## config.mk

```make
export PLATFORM = sky130hd
export DESIGN_NAME = z80_vram_snoop
export DESIGN_NICKNAME = d
export VERILOG_FILES = /design/src/rtl/z80_vram_snoop.sv
export SDC_FILE = /design/constraint.sdc
export NUM_CORES = 1
export LEC_CHECK = 0
export ABC_AREA = 1
export BUFFER_PORTS_ARGS = -buffer_cell sky130_fd_sc_hd__buf_2
export CAP_MARGIN = 20
export CORE_MARGIN = 8
export CORE_UTILIZATION = 50
export DETAILED_ROUTE_END_ITERATION = 7
export PLACE_DENSITY = 0.73
export SYNTH_ARGS = -nofsm -noshare
export SYNTH_HDL_FRONTEND = slang
export SYNTH_SLANG_ARGS = --single-unit
```

## constraint.sdc

```tcl
create_clock -name CLK -period 2.05 [get_ports CLK]
set_clock_uncertainty 0.2 [all_clocks]
set_input_delay 0.5125 -clock CLK [delete_from_list [all_inputs] [get_ports CLK]]
set_output_delay 0.5125 -clock CLK [all_outputs]
set_load 0.005 [all_outputs]
```

## src/rtl/z80_vram_snoop.sv

```systemverilog
// z80_vram_snoop: passive Z80 memory-bus snooper for the VGA framebuffer.
// Synchronises the async Z80 bus into CLK. It detects falling edges of /WR
// during memory cycles. Writes that land in BASE_ADDR..TOP_ADDR are queued in a
// first-word-fall-through FIFO as offset-addressed requests.
// Ports:
//   CLK, RST            clock, async active-low reset
//   A, D, MRQ, WR       async Z80 address/data bus, /MREQ and /WR (active-low)
//   wr_valid/wr_ready   FIFO head handshake; wr_addr/wr_data carry the head entry
//   overflow, clr_ovf   sticky drop flag and its synchronous clear
//   write_count         number of requests pushed, wraps at 2^16
module z80_vram_snoop #(
  parameter int unsigned SYNC_STAGES = 2,
  parameter logic [15:0] BASE_ADDR   = 16'h4000,
  parameter logic [15:0] TOP_ADDR    = 16'h5AFF,
  parameter int unsigned FIFO_DEPTH  = 4
) (
  input  logic        CLK,
  input  logic        RST,
  input  logic [15:0] A,
  input  logic [7:0]  D,
  input  logic        MRQ,
  input  logic        WR,
  output logic        wr_valid,
  output logic [12:0] wr_addr,
  output logic [7:0]  wr_data,
  input  logic        wr_ready,
  output logic        overflow,
  input  logic        clr_ovf,
  output logic [15:0] write_count
);

  localparam int unsigned AW = $clog2(FIFO_DEPTH);
  localparam int unsigned SW = 26;
  // Sync word layout: {A, D, MRQ, WR}. Strobes reset to their inactive level.
  localparam logic [SW-1:0] SyncRst = {16'h0000, 8'h00, 1'b1, 1'b1};

  // Input synchronisers.
  logic [SW-1:0] sync_q [SYNC_STAGES];
  logic [SW-1:0] sync_d [SYNC_STAGES];

  always_comb begin
    sync_d[0] = {A, D, MRQ, WR};
    for (int i = 1; i < SYNC_STAGES; i++) sync_d[i] = sync_q[i-1];
  end

  logic [15:0] a_s;
  logic [7:0]  d_s;
  logic        mrq_s, wr_s;
  assign {a_s, d_s, mrq_s, wr_s} = sync_q[SYNC_STAGES-1];

  // Strobe detect. prime_q counts edges until the synced stage holds a real
  // sample. Until then wr_prev is held at 0. A /WR that is already low when
  // reset is released is therefore never seen as a falling edge.
  logic [2:0] prime_q, prime_d;
  logic       prime_done;
  logic       wr_prev_q, wr_prev_d;
  logic       wr_event, in_range, accept;
  logic [15:0] a_off;

  assign prime_done = (prime_q == 3'(SYNC_STAGES));
  assign wr_event   = wr_prev_q & ~wr_s & ~mrq_s;
  assign in_range   = (a_s >= BASE_ADDR) && (a_s <= TOP_ADDR);
  assign accept     = wr_event & in_range;
  assign a_off      = a_s - BASE_ADDR;

  // Registered push request (one cycle after detection).
  logic        push_q, push_d;
  logic [12:0] push_addr_q, push_addr_d;
  logic [7:0]  push_data_q, push_data_d;

  always_comb begin
    prime_d     = prime_done ? prime_q : prime_q + 3'd1;
    wr_prev_d   = prime_done ? wr_s : 1'b0;
    push_d      = accept;
    push_addr_d = accept ? a_off[12:0] : push_addr_q;
    push_data_d = accept ? d_s : push_data_q;
  end

  // FIFO. Pointers carry an extra wrap bit so that full and empty differ.
  logic [20:0] mem_q [FIFO_DEPTH];
  logic [20:0] mem_d [FIFO_DEPTH];
  logic [AW:0] wptr_q, wptr_d, rptr_q, rptr_d, occ;
  logic        full, pop, push_ok, drop;
  logic        overflow_q, overflow_d;
  logic [15:0] count_q, count_d;

  assign occ      = wptr_q - rptr_q;
  assign full     = (occ == (AW+1)'(FIFO_DEPTH));
  assign wr_valid = (occ != '0);
  assign pop      = wr_valid & wr_ready;
  // A pop in the same cycle frees the slot that a push into a full FIFO needs.
  assign push_ok  = push_q & (~full | pop);
  assign drop     = push_q & full & ~pop;

  always_comb begin
    mem_d  = mem_q;
    wptr_d = wptr_q;
    rptr_d = rptr_q;
    if (push_ok) begin
      mem_d[wptr_q[AW-1:0]] = {push_addr_q, push_data_q};
      wptr_d = wptr_q + 1'b1;
    end
    if (pop) rptr_d = rptr_q + 1'b1;
    // A drop takes priority over a clear in the same cycle.
    overflow_d = drop ? 1'b1 : (clr_ovf ? 1'b0 : overflow_q);
    count_d    = push_ok ? count_q + 16'd1 : count_q;
  end

  assign {wr_addr, wr_data} = mem_q[rptr_q[AW-1:0]];
  assign overflow           = overflow_q;
  assign write_count        = count_q;

  always_ff @(posedge CLK or negedge RST) begin
    if (!RST) begin
      for (int i = 0; i < SYNC_STAGES; i++) sync_q[i] <= SyncRst;
      for (int i = 0; i < FIFO_DEPTH; i++) mem_q[i] <= '0;
      prime_q     <= '0;
      wr_prev_q   <= 1'b0;
      push_q      <= 1'b0;
      push_addr_q <= '0;
      push_data_q <= '0;
      wptr_q      <= '0;
      rptr_q      <= '0;
      overflow_q  <= 1'b0;
      count_q     <= '0;
    end else begin
      sync_q      <= sync_d;
      mem_q       <= mem_d;
      prime_q     <= prime_d;
      wr_prev_q   <= wr_prev_d;
      push_q      <= push_d;
      push_addr_q <= push_addr_d;
      push_data_q <= push_data_d;
      wptr_q      <= wptr_d;
      rptr_q      <= rptr_d;
      overflow_q  <= overflow_d;
      count_q     <= count_d;
    end
  end

endmodule

```

==> impl_summary.log, run 1 <==
[metrics] status: finished, violations left
[metrics] violations in the final reports: setup timing
[metrics] actual slew at the worst max-slew pin: 0.4164 ns
[metrics] commonest non-fill, non-tap cell in the layout: nand2_1
[metrics] count of H-tree levels built during CTS: 4
[metrics] Skew-Pair Late Insertion Delay: 0.42 ns
[metrics] sequential element share of the synthesized area: 59.74%
[metrics] combinational power share: 33.6%
[metrics] post-route non-filler standard cell count: 1162
[metrics] share of the core filled with cells in the final layout: 64.73%
[metrics] full die area: 0.01976 mm²
[metrics] final critical delay including setup and external delays: 2.392 ns
[metrics] layout overhead on the synthesized area: 26.85%
[metrics] Die Ht: 140.6 µm
[metrics] final hold violations: 0
[metrics] number of cells produced by synthesis: 854
[metrics] nature of the critical path startpoint: flip-flop
[metrics] max-cap violation count: 0
[metrics] setup repair after global routing missed its margin: true
[metrics] Switching Fraction: 34.96%
[metrics] post-synth top area cell: dfrtp_1
[metrics] width of the chip: 140.6 µm
[metrics] required time reported for the critical path endpoint: 1.34 ns
[metrics] Worst Setup End Kind: primary output
[metrics] count of pins on the block boundary: 69
[metrics] sequential cell fraction of total power: 37.7%
[metrics] Period Utilization, post-route: 116.7%
[metrics] total internal power: 7150 µW
[metrics] Crit-path slowest cell: dfrtp_2
[metrics] Final #Nets: 1001
[metrics] Critical Path Fanout Max: 18
[metrics] number of storage elements in the synthesis netlist: 185
[metrics] total global routing overflow: 0
[metrics] initial antenna violation count: 0
[metrics] Final GP Congestion: 0.8270
[metrics] global-route wire length before repair: 31550 µm
[metrics] most area-consuming cells after synthesis: dfrtp_1, nand2_1, nand4_1, nor2_1, o21ai_0
[metrics] post-synth design cell area: 0.007757 mm²
[metrics] number of enable flip-flop cells after synthesis: 0
[metrics] number of antenna cells inserted: 0
[metrics] number of DRC markers in iteration 0: 686
[metrics] core outline area: 0.01520 mm²
[metrics] total buffers and inverters traversed by the critical path: 3
[metrics] gate family responsible for the most delay along the worst path: buffers and inverters
[metrics] maximum number of pins on one net before global-route repair: 58
[metrics] PD cells: 1117 mW/mm²
[metrics] clock transition at the register clock pins on the worst setup and hold paths after CTS: 0.07 ns
[metrics] IO Port Bufs: 68
[metrics] largest vdd supply drop: 0.6999 mV
[metrics] CTS tree: yes
[metrics] Total Neg Setup Slack: -6.824 ns
[metrics] post-route total power: 10990 µW
[metrics] most frequent cells in the layout: nand2_1, dfrtp_1, nand4_1
[metrics] storage element area: 0.004637 mm²
[metrics] Placement Rows: 45
[metrics] Sink Count: 185
[metrics] Crit path largest cell delay: 0.45 ns
[metrics] per-cell via count in the routed design: 5.550
[metrics] Yosys top cell area share: 58.39%
[metrics] cell count after placement: 1089
[metrics] WL/cell: 16.98 µm
[metrics] worst hold path class: input port to flip-flop
[metrics] DRC viols: 0
[metrics] Fill cells: 1188
[metrics] Post-Route WL: 19740 µm
[metrics] number of vias after detailed routing: 6449
[metrics] total nets after synthesis: 894
[metrics] worst setup margin: -0.3422 ns
[metrics] part of the total power dissipated in the clock network: 28.7%
[metrics] commonest register cell after synthesis: dfrtp_1
[metrics] clock tree root driver cell: clkbuf_16
[metrics] HPWL after DPL: 11390 µm
[metrics] cts bufs inserted: 17
[metrics] relative slew slack: 72.24%
[metrics] Synth Area per Inst: 9.084 µm²
[metrics] static leakage: 0.005021 µW
[metrics] synthesis warning total: 0
[metrics] number of iterations in the first detailed-routing pass: 6
[metrics] via count of the first global-routing pass: 6243
[metrics] Psw: 3844 µW
[metrics] highest clock frequency the design can meet: 418.0 MHz
[metrics] Non-Filler Cell Area, Final: 0.009841 mm²
[metrics] cells along the critical path: inv_4 > buf_12 > o21ai_1 > o22ai_1 > buf_2
[metrics] Setup violations, final: 100
[metrics] data arrival time of the critical path: 1.68 ns
[metrics] area occupied by multi-input gates: 0.002969 mm²
[metrics] placed instance area: 0.008508 mm²
[metrics] Longest Clk Path Bufs: 2
[metrics] fraction of final layout cells sized beyond drive strength 1: 20.23%
[metrics] ys async rst share: 100.0%
[metrics] count of unique library cells instantiated by Yosys: 25
[metrics] Detail Route Antenna Nets: 0
[metrics] Initial Utilization: 51.03%
[metrics] gr usage total: 19.73%
[metrics] Slew Viols, Final: 0
[metrics] type of the setup path with the least slack: flip-flop to primary output
-- cells in the mapped netlist (3+ instances only) --
cell type	count
dfstp_2	4
nand2_1	329
dfrtp_1	181
nor2_1	61
buf_6	6
ha_1	10
xnor2_1	11
nand4_1	87
nand3_1	13
inv_1	22
xor2_1	4
o21ai_1	3
o22ai_1	22
buf_2	16
o21ai_0	45
clkbuf_1	30
-- flip-flops by register name, summed over array words and instances (netlist names) --
register     count
a_s             16
d_s              8
mem_q           84
mrq_s            1
overflow         1
prime_q          3
push_addr_q     13
push_data_q      8
push_q           1
rptr_q           3
sync_d          26
sync_q           1
wptr_q           3
wr_prev_q        1
write_count     16
-- final cells by class --
class / count / area share [%]
sequential: 185 / 47.12
multi-input combinational: 592 / 30.17
timing repair buffer: 143 / 13.67
clock buffer: 18 / 4.463
tap: 188 / 2.390
clock inverter: 14 / 1.322
inverter: 22 / 0.8646
-- per-layer routing --
metal	vias up	global-route usage [%]	part of all wire [%]
met5	-	0	0
met4	0	6.278	1.8
met3	34	4.213	7.3
met2	266	31.79	48
met1	3108	26.19	43
li1	3041	-	-
-- final timing paths --
path / from / to / slack [ns] / depth (start not counted)
max in group asynchronous: RST / sync_d[1]$_DFF_PN1_ / 0.69 / 3
min: clr_ovf / overflow$_DFFE_PN0P_ / 0.09 / 2
min reg2reg: sync_d[8]$_DFF_PN0_ / d_s[6]$_DFF_PN0_ / 0.15 / 0
max: rptr_q[0]$_DFFE_PN0P_ / wr_addr[11] / -0.34 / 5
min in group asynchronous: RST / write_count[15]$_DFFE_PN0P_ / 0.37 / 2
max reg2reg: rptr_q[0]$_DFFE_PN0P_ / mem_q[51]$_DFFE_PN0P_ / -0.07 / 8
-- through the flow --
step,setup slack (ns),hold slack (ns)
finish,-0.3422,0.09442
global route,-0.3836,0.08766
CTS,-0.3031,0.002159
detailed placement,0.01939,0.1355
global placement,0.08907,0.1318
floorplan,0.02838,0.01691
-- power groups by stage --
stage                     logic [µW]  registers [µW]  clock network [µW]
after floorplan                 1600            4110                   0
after global placement          2630            4180                   0
after detailed placement        2680            4180                   0
after CTS                       3490            4140                3200
after global routing            3950            4170                3370
final                           3690            4150                3160
-- cells by family after synthesis --
logic type                 after synthesis  synth area share, %
adders and majority gates               10                1.613
AOI/OAI and AO/OA                       73                5.242
DFF                                    185                59.74
xor gates and xnor gates                15                1.693
buffers and inverters                   77                4.613
and+or+nand+nor                        494                27.10
-- timing repair --
action,4_1_cts,5_1_grt
setup buffers,7,0
cloned,3,4
resized for setup,63,20
hold buffers,26,1
pin swaps,9,6
endpoints found under the setup margin,23,125
hold endpoints to repair,57,1
Note: power is estimated with default switching activity, not from simulation.
==> inputs of run 2 (changes only) <==
Settings changed: CORE_ASPECT_RATIO from default to 0.75.
==> run 2 against run 1 <==
Net effect: the run still ends with setup timing left; core utilization is 7.0 points higher; combinational power is 33% higher; critical path depth is 1 higher; design area is 11% higher; sequential power is 1% higher; largest cell class unchanged.
==> impl_summary.log, run 2 (synthesis gave the netlist of run 1 again) <==
[metrics] status: finished, violations left (unchanged)
[metrics] violations in the final reports: setup timing (unchanged)
[metrics] count of pins on the block boundary: 69 (unchanged)
[metrics] nature of the critical path startpoint: flip-flop (unchanged)
[metrics] max-cap violation count: 0 (unchanged)
[metrics] gr usage total: 21.87% (was 19.73%)
[metrics] worst setup margin: -0.4213 ns (was -0.3422 ns)
[metrics] post-route non-filler standard cell count: 1208 (was 1162)
[metrics] IO Port Bufs: 68 (unchanged)
[metrics] number of cell instances on the worst register-to-register path: 13 (was 8)
[metrics] detailed-route wire length on metal 1: 9311 µm (was 8431 µm)
[metrics] max reg flops: 84 (unchanged)
[metrics] maximum number of pins on one net before global-route repair: 45 (was 58)
[metrics] met2 routed wirelength: 11860 µm (was 9524 µm)
[metrics] Crit-path slowest cell: dfrtp_2 (unchanged)
[metrics] worst hold path class: input port to flip-flop (unchanged)
[metrics] Setup violations, final: 126 (was 100)
[metrics] layout overhead on the synthesized area: 40.81% (was 26.85%)
[metrics] Worst Setup End Kind: primary output (unchanged)
[metrics] static leakage: 0.005410 µW (was 0.005021 µW)
[metrics] Slew Viols, Final: 0 (unchanged)
[metrics] highest routed metal layer: met4 (unchanged)
[metrics] cells along the critical path: inv_4 > buf_12 > buf_16 > o21ai_1 > o22ai_1 > buf_2 (was inv_4 > buf_12 > o21ai_1 > o22ai_1 > buf_2)
[metrics] Non-Filler Cell Area, Final: 0.01092 mm² (was 0.009841 mm²)
[metrics] beginning of the worst register-to-register path: rptr_q[0]$_DFFE_PN0P_ (unchanged)
[metrics] setup repair after global routing missed its margin: true (unchanged)
[metrics] initial antenna violation count: 0 (unchanged)
[metrics] Initial Utilization: 50.95% (was 51.03%)
[metrics] slack of the worst reg-to-reg path: -0.25 ns (was -0.07 ns)
[metrics] largest vdd supply drop: 0.7262 mV (was 0.6999 mV)
[metrics] number of antenna cells inserted: 0 (unchanged)
[metrics] fraction of final layout cells sized beyond drive strength 1: 31.70% (was 20.23%)
[metrics] PD cells: 1132 mW/mm² (was 1117 mW/mm²)
[metrics] metal3 WL: 2729 µm (was 1432 µm)
[metrics] cts bufs inserted: 17 (unchanged)
[metrics] full die area: 0.01980 mm² (was 0.01976 mm²)
[metrics] number of iterations in the first detailed-routing pass: 7 (was 6)
[metrics] Detail Route Antenna Nets: 0 (unchanged)
[metrics] cell count after placement: 1106 (was 1089)
[metrics] WL/cell: 20.84 µm (was 16.98 µm)
[metrics] Worst Hold Endpoint: overflow$_DFFE_PN0P_ (unchanged)
[metrics] min-delay src: clr_ovf (unchanged)
[metrics] Fill cells: 1013 (was 1188)
[metrics] gate family responsible for the most delay along the worst path: buffers and inverters (unchanged)
[metrics] width of the chip: 159.8 µm (was 140.6 µm)
[metrics] CTS tree: yes (unchanged)
[metrics] data arrival time of the critical path: 1.76 ns (was 1.68 ns)
[metrics] HPWL after DPL: 11370 µm (was 11390 µm)
[metrics] Sink Count: 185 (unchanged)
[metrics] Post-Route WL: 25170 µm (was 19740 µm)
[metrics] Die Ht: 123.9 µm (was 140.6 µm)
[metrics] required time reported for the critical path endpoint: 1.34 ns (about the same)
[metrics] Longest Clk Path Bufs: 2 (unchanged)
[metrics] actual slew at the worst max-slew pin: 0.7078 ns (was 0.4164 ns)
[metrics] number of DRC markers in iteration 0: 882 (was 686)
[metrics] clock transition at the register clock pins on the worst setup and hold paths after CTS: 0.08 ns (was 0.07 ns)
[metrics] reg-to-reg critical path endpoint: mem_q[9]$_DFFE_PN0P_ (was mem_q[51]$_DFFE_PN0P_)
[metrics] core outline area: 0.01522 mm² (was 0.01520 mm²)
[metrics] relative slew slack: 52.82% (was 72.24%)
[metrics] type of the setup path with the least slack: flip-flop to primary output (unchanged)
[metrics] highest clock frequency the design can meet: 404.6 MHz (was 418.0 MHz)
[metrics] clock tree root driver cell: clkbuf_16 (unchanged)
[metrics] total buffers and inverters traversed by the critical path: 4 (was 3)
[metrics] launch point of the worst path: rptr_q[0]$_DFFE_PN0P_ (unchanged)
[metrics] DRC viols: 0 (unchanged)
[metrics] Critical Path Fanout Max: 5 (was 18)
[metrics] instance count along the most critical hold path: 2 (unchanged)
[metrics] via count of the first global-routing pass: 6615 (was 6243)
[metrics] Top reg by flops: mem_q (unchanged)
[metrics] final critical delay including setup and external delays: 2.471 ns (was 2.392 ns)
[metrics] count of H-tree levels built during CTS: 4 (unchanged)
[metrics] Crit path largest cell delay: 0.49 ns (was 0.45 ns)
[metrics] Final #Nets: 1030 (was 1001)
[metrics] global-route wire length before repair: 34140 µm (was 31550 µm)
[metrics] number of vias after detailed routing: 7098 (was 6449)
[metrics] total global routing overflow: 0 (unchanged)
[metrics] Skew-Pair Late Insertion Delay: 0.44 ns (was 0.42 ns)
[metrics] worst-case setup slack after placement: 0.01024 ns (was 0.01939 ns)
[metrics] commonest non-fill, non-tap cell in the layout: nand2_1 (unchanged)
[metrics] most frequent cells in the layout: nand2_1, dfrtp_1, nand4_1 (unchanged)
[metrics] Placement Rows: 39 (was 45)
[metrics] placed instance area: 0.008492 mm² (was 0.008508 mm²)
[metrics] Final GP Congestion: 0.8020 (was 0.8270)
[metrics] per-cell via count in the routed design: 5.876 (was 5.550)
[metrics] final hold violations: 0 (unchanged)
[metrics] Period Utilization, post-route: 120.6% (was 116.7%)
## run 2: cell count changes in the layout (fill, tap and decap cells not counted), sizes merged
cell	before	now
inv	30	26
clkbuf	21	30
buf	113	133
clkinv	4	9
clkinvlp	2	1
## run 2: how the worst max path moves through the flow
stage / endpoint / slack [ns] / cells past startpoint
floorplan: mem_q[82]$_DFFE_PN0P_ / 0.03 / 11
global placement: wr_addr[9] / 0.10 / 5
detailed placement: mem_q[70]$_DFFE_PN0P_ / 0.01 / 10
CTS: wr_data[0] / -0.35 / 4
global route: wr_data[4] / -0.44 / 6
finish: wr_data[4] / -0.42 / 6
## run 2: metrics by stage
step                setup TNS (ns)  hold WS, ns  total power (µW)  util [%]
global route                -31.11      0.06522             12770     71.75
CTS                         -13.54      0.05328             11280     65.56
finish                      -23.29      0.07170             12360     71.75
global placement                 0       0.1315              6811     55.78
detailed placement               0       0.1347              6865     55.78
floorplan                        0      0.01691              5706         -
## run 2: area by class of cell
cell class	instances	area, µm²	share of cell area [%]
Multi-Input combinational cell	592	3347	30.64
Inverter	22	85.08	0.7789
Clock inverter	14	181.4	1.661
Clock buffer	18	429.2	3.929
Sequential cell	185	4637	42.45
Timing Repair Buffer	172	1987	18.19
Tap cell	205	256.5	2.348
## run 2: repair_timing
action | in CTS | in global routing
gates resized for setup | 65 | 176
pin swaps | 89 | 46
hold endpoints to repair | 54 | 0
buffers inserted | 16 | 8
cloned | 12 | 16
hold buffers | 27 | 0
endpoints found under the setup margin | 28 | 126
## run 2: per-layer routing
layer	track usage, %	up-vias
met5	0	-
met3	6.638	115
met2	35.37	504
met4	8.789	0
li1	-	3111
met1	27.56	3368
## run 2: power breakdown
part           total (µW)  switching [µW]  internal, µW
combinational        4890            2600          2290
sequential           4190             302          3890
clock                3280            1630          1650
total               12400            4530          7830
==> inputs of run 3 (changes only) <==
Settings changed: CORE_UTILIZATION 50 to 40, CTS_BUF_LIST from default to sky130_fd_sc_hd__clkbuf_8, MAX_ROUTING_LAYER from default to met4, PLACE_DENSITY 0.73 to 0.61.
==> run 3 against run 2 <==
Net effect: the run still ends with setup timing left; via count fell by 11%; final cell count grew 2.5%; critical path depth shrank 1; combinational power decreased by 24%; design area down 10%; non-clock buffer count decreased by 18; flip-flop and latch count unchanged; setup slack improved by 0.049 ns; core utilization shrank 20 points; sequential power about the same; sequential share of layout area up 4.7 points; worst hold slack better by 0.085 ns; critical endpoint is now wr_addr[10].
==> impl_summary.log, run 3 (synthesis gave the netlist of run 1 again) <==
[metrics] status: finished, violations left (unchanged)
[metrics] violations in the final reports: setup timing (unchanged)
[metrics] number of iterations in the first detailed-routing pass: 7 (unchanged)
[metrics] PD cells: 1062 mW/mm² (was 1132 mW/mm²)
[metrics] required time reported for the critical path endpoint: 1.34 ns (about the same)
[metrics] Die Ht: 136.6 µm (was 123.9 µm)
[metrics] data arrival time of the critical path: 1.71 ns (was 1.76 ns)
[metrics] Skew-Pair Late Insertion Delay: 0.47 ns (was 0.44 ns)
[metrics] final hold violations: 0 (unchanged)
[metrics] static leakage: 0.004998 µW (was 0.005410 µW)
[metrics] IO Port Bufs: 68 (unchanged)
[metrics] Final #Nets: 1012 (was 1030)
[metrics] HPWL after DPL: 11650 µm (was 11370 µm)
[metrics] count of pins on the block boundary: 69 (unchanged)
[metrics] CTS tree: yes (unchanged)
[metrics] actual slew at the worst max-slew pin: 0.3802 ns (was 0.7078 ns)
[metrics] number of DRC markers in iteration 0: 509 (was 882)
[metrics] Total Neg Setup Slack: -13.10 ns (was -23.29 ns)
[metrics] Initial Utilization: 40.49% (was 50.95%)
[metrics] core outline area: 0.01916 mm² (was 0.01522 mm²)
[metrics] DRC viols: 0 (unchanged)
[metrics] count of H-tree levels built during CTS: 4 (unchanged)
[metrics] detailed-route wire length on metal 1: 9530 µm (was 9311 µm)
[metrics] Fill cells: 1796 (was 1013)
[metrics] relative slew slack: 74.65% (was 52.82%)
[metrics] met2 routed wirelength: 9277 µm (was 11860 µm)
[metrics] number of antenna cells inserted: 0 (unchanged)
[metrics] Post-Route WL: 20210 µm (was 25170 µm)
[metrics] storage element area: 0.004637 mm² (unchanged)
[metrics] highest routed metal layer: met4 (unchanged)
[metrics] clock transition at the register clock pins on the worst setup and hold paths after CTS: 0.11 ns (was 0.08 ns)
[metrics] setup repair after global routing missed its margin: true (unchanged)
[metrics] final critical delay including setup and external delays: 2.423 ns (was 2.471 ns)
[metrics] global-route wire length before repair: 31430 µm (was 34140 µm)
[metrics] metal3 WL: 1202 µm (was 2729 µm)
[metrics] clock tree root driver cell: clkbuf_8 (was clkbuf_16)
[metrics] cells along the critical path: clkinv_4 > clkbuf_16 > o21ai_2 > o22ai_2 > buf_2 (was inv_4 > buf_12 > buf_16 > o21ai_1 > o22ai_1 > buf_2)
[metrics] layout overhead on the synthesized area: 26.79% (was 40.81%)
[metrics] area occupied by multi-input gates: 0.002987 mm² (was 0.003347 mm²)
[metrics] number of vias after detailed routing: 6312 (was 7098)
[metrics] per-cell via count in the routed design: 5.099 (was 5.876)
[metrics] initial antenna violation count: 0 (unchanged)
[metrics] Min Hold Slack: 0.1571 ns (was 0.07170 ns)
[metrics] max-cap violation count: 0 (unchanged)
[metrics] maximum number of pins on one net before global-route repair: 63 (was 45)
[metrics] most frequent cells in the layout: nand2_1, dfrtp_1, nand4_1 (unchanged)
[metrics] largest vdd supply drop: 0.5608 mV (was 0.7262 mV)
[metrics] Crit path largest cell delay: 0.50 ns (was 0.49 ns)
[metrics] worst hold path class: flip-flop to flip-flop (was input port to flip-flop)
[metrics] worst setup margin: -0.3727 ns (was -0.4213 ns)
[metrics] Placement Rows: 44 (was 39)
[metrics] nature of the critical path startpoint: flip-flop (unchanged)
[metrics] via count of the first global-routing pass: 5931 (was 6615)
[metrics] width of the chip: 176.8 µm (was 159.8 µm)
[metrics] total global routing overflow: 0 (unchanged)
[metrics] cts bufs inserted: 17 (unchanged)
[metrics] Worst Setup End Kind: primary output (unchanged)
[metrics] full die area: 0.02415 mm² (was 0.01980 mm²)
[metrics] Final GP Congestion: 0.8114 (was 0.8020)
[metrics] Longest Clk Path Bufs: 2 (unchanged)
[metrics] fraction of final layout cells sized beyond drive strength 1: 21.52% (was 31.70%)
[metrics] Critical Path Fanout Max: 9 (was 5)
[metrics] post-route total power: 10440 µW (was 12360 µW)
[metrics] Setup violations, final: 93 (was 126)
[metrics] Top reg by flops: mem_q (unchanged)
[metrics] WL/cell: 16.33 µm (was 20.84 µm)
[metrics] max reg flops: 84 (unchanged)
[metrics] Period Utilization, post-route: 118.2% (was 120.6%)
[metrics] commonest non-fill, non-tap cell in the layout: nand2_1 (unchanged)
[metrics] Crit-path slowest cell: dfrtp_2 (unchanged)
[metrics] Detail Route Antenna Nets: 0 (unchanged)
[metrics] placed instance area: 0.008534 mm² (was 0.008492 mm²)
[metrics] Sink Count: 185 (unchanged)
[metrics] Slew Viols, Final: 0 (unchanged)
[metrics] Non-Filler Cell Area, Final: 0.009836 mm² (was 0.01092 mm²)
[metrics] gr usage total: 16.73% (was 21.87%)
[metrics] type of the setup path with the least slack: flip-flop to primary output (unchanged)
[metrics] highest clock frequency the design can meet: 412.8 MHz (was 404.6 MHz)
## run 3: changes by cell type in the layout (fill, tap and decap cells not counted), moves of 5 or more
cell       before  now
buf_16         14    1
o21ai_0        16   24
nor2_1         50   56
nand2_2        77    4
buf_4          19   32
nand2_1       236  325
buf_12         19   13
clkbuf_8        0   18
o21ai_1        28    9
buf_6          10    5
clkbuf_16      29    5
nand2_4        15    1
o21ai_2         2   14
## run 3: metal layers
metal	track usage [%]	up-vias
met5	-	-
met4	4.565	0
met3	3.419	13
met2	24.59	189
met1	23.22	3044
li1	-	3066
## run 3: timing repair
item	CTS	global route
hold endpoints to repair	56	0
gates resized for setup	23	73
hold buffers	28	0
pin swaps	1	9
endpoints found under the setup margin	51	109
buffers inserted	7	9
gates cloned	0	7
## run 3: through the flow
stage	setup slack (ns)	utilization, %	std cells
finish	-0.3727	51.34	1238
global route	-0.4577	51.34	1238
CTS	-0.3913	48.96	1222
detailed placement	-0.008265	44.55	1155
global placement	0.03567	44.55	1155
floorplan	0.02838	-	854
## run 3: area by class of cell
| cell class | instances | share of cell area [%] |
|---|---|---|
| inverter | 22 | 0.8905 |
| tap | 253 | 3.218 |
| clock inverter | 14 | 1.934 |
| multi-input combinational | 592 | 30.37 |
| timing repair buffer | 154 | 13.93 |
| sequential | 185 | 47.14 |
| clock buffer | 18 | 2.519 |
## run 3: critical path, delay by kind of cell, from the launching register on
family	cells	cell delay [ns]
AO/OA/AOI/OAI	2	0.25
buffers and inverters	3	0.50
flip-flops	1	0.50
## run 3: path summary, 6_finish.rpt
path | from | to | slack (ns) | cells after the start
min in group asynchronous | RST | wr_prev_q$_DFF_PN0_ | 0.27 | 2
setup / recovery | rptr_q[0]$_DFFE_PN0P_ | wr_addr[10] | -0.37 | 5
hold reg to reg | sync_d[12]$_DFF_PN0_ | a_s[2]$_DFF_PN0_ | 0.16 | 0
max in group asynchronous | RST | rptr_q[0]$_DFFE_PN0P_ | 0.76 | 3
setup reg to reg | rptr_q[1]$_DFFE_PN0P_ | rptr_q[0]$_DFFE_PN0P_ | -0.30 | 16
hold / removal | sync_d[12]$_DFF_PN0_ | a_s[2]$_DFF_PN0_ | 0.16 | 0
## run 3: power by group
| part | total, µW | switching [µW] | internal (µW) |
|---|---|---|---|
| logic | 3700 | 2080 | 1620 |
| clock network | 2580 | 1580 | 996 |
| registers | 4160 | 275 | 3890 |
| total | 10400 | 3940 | 6500 |
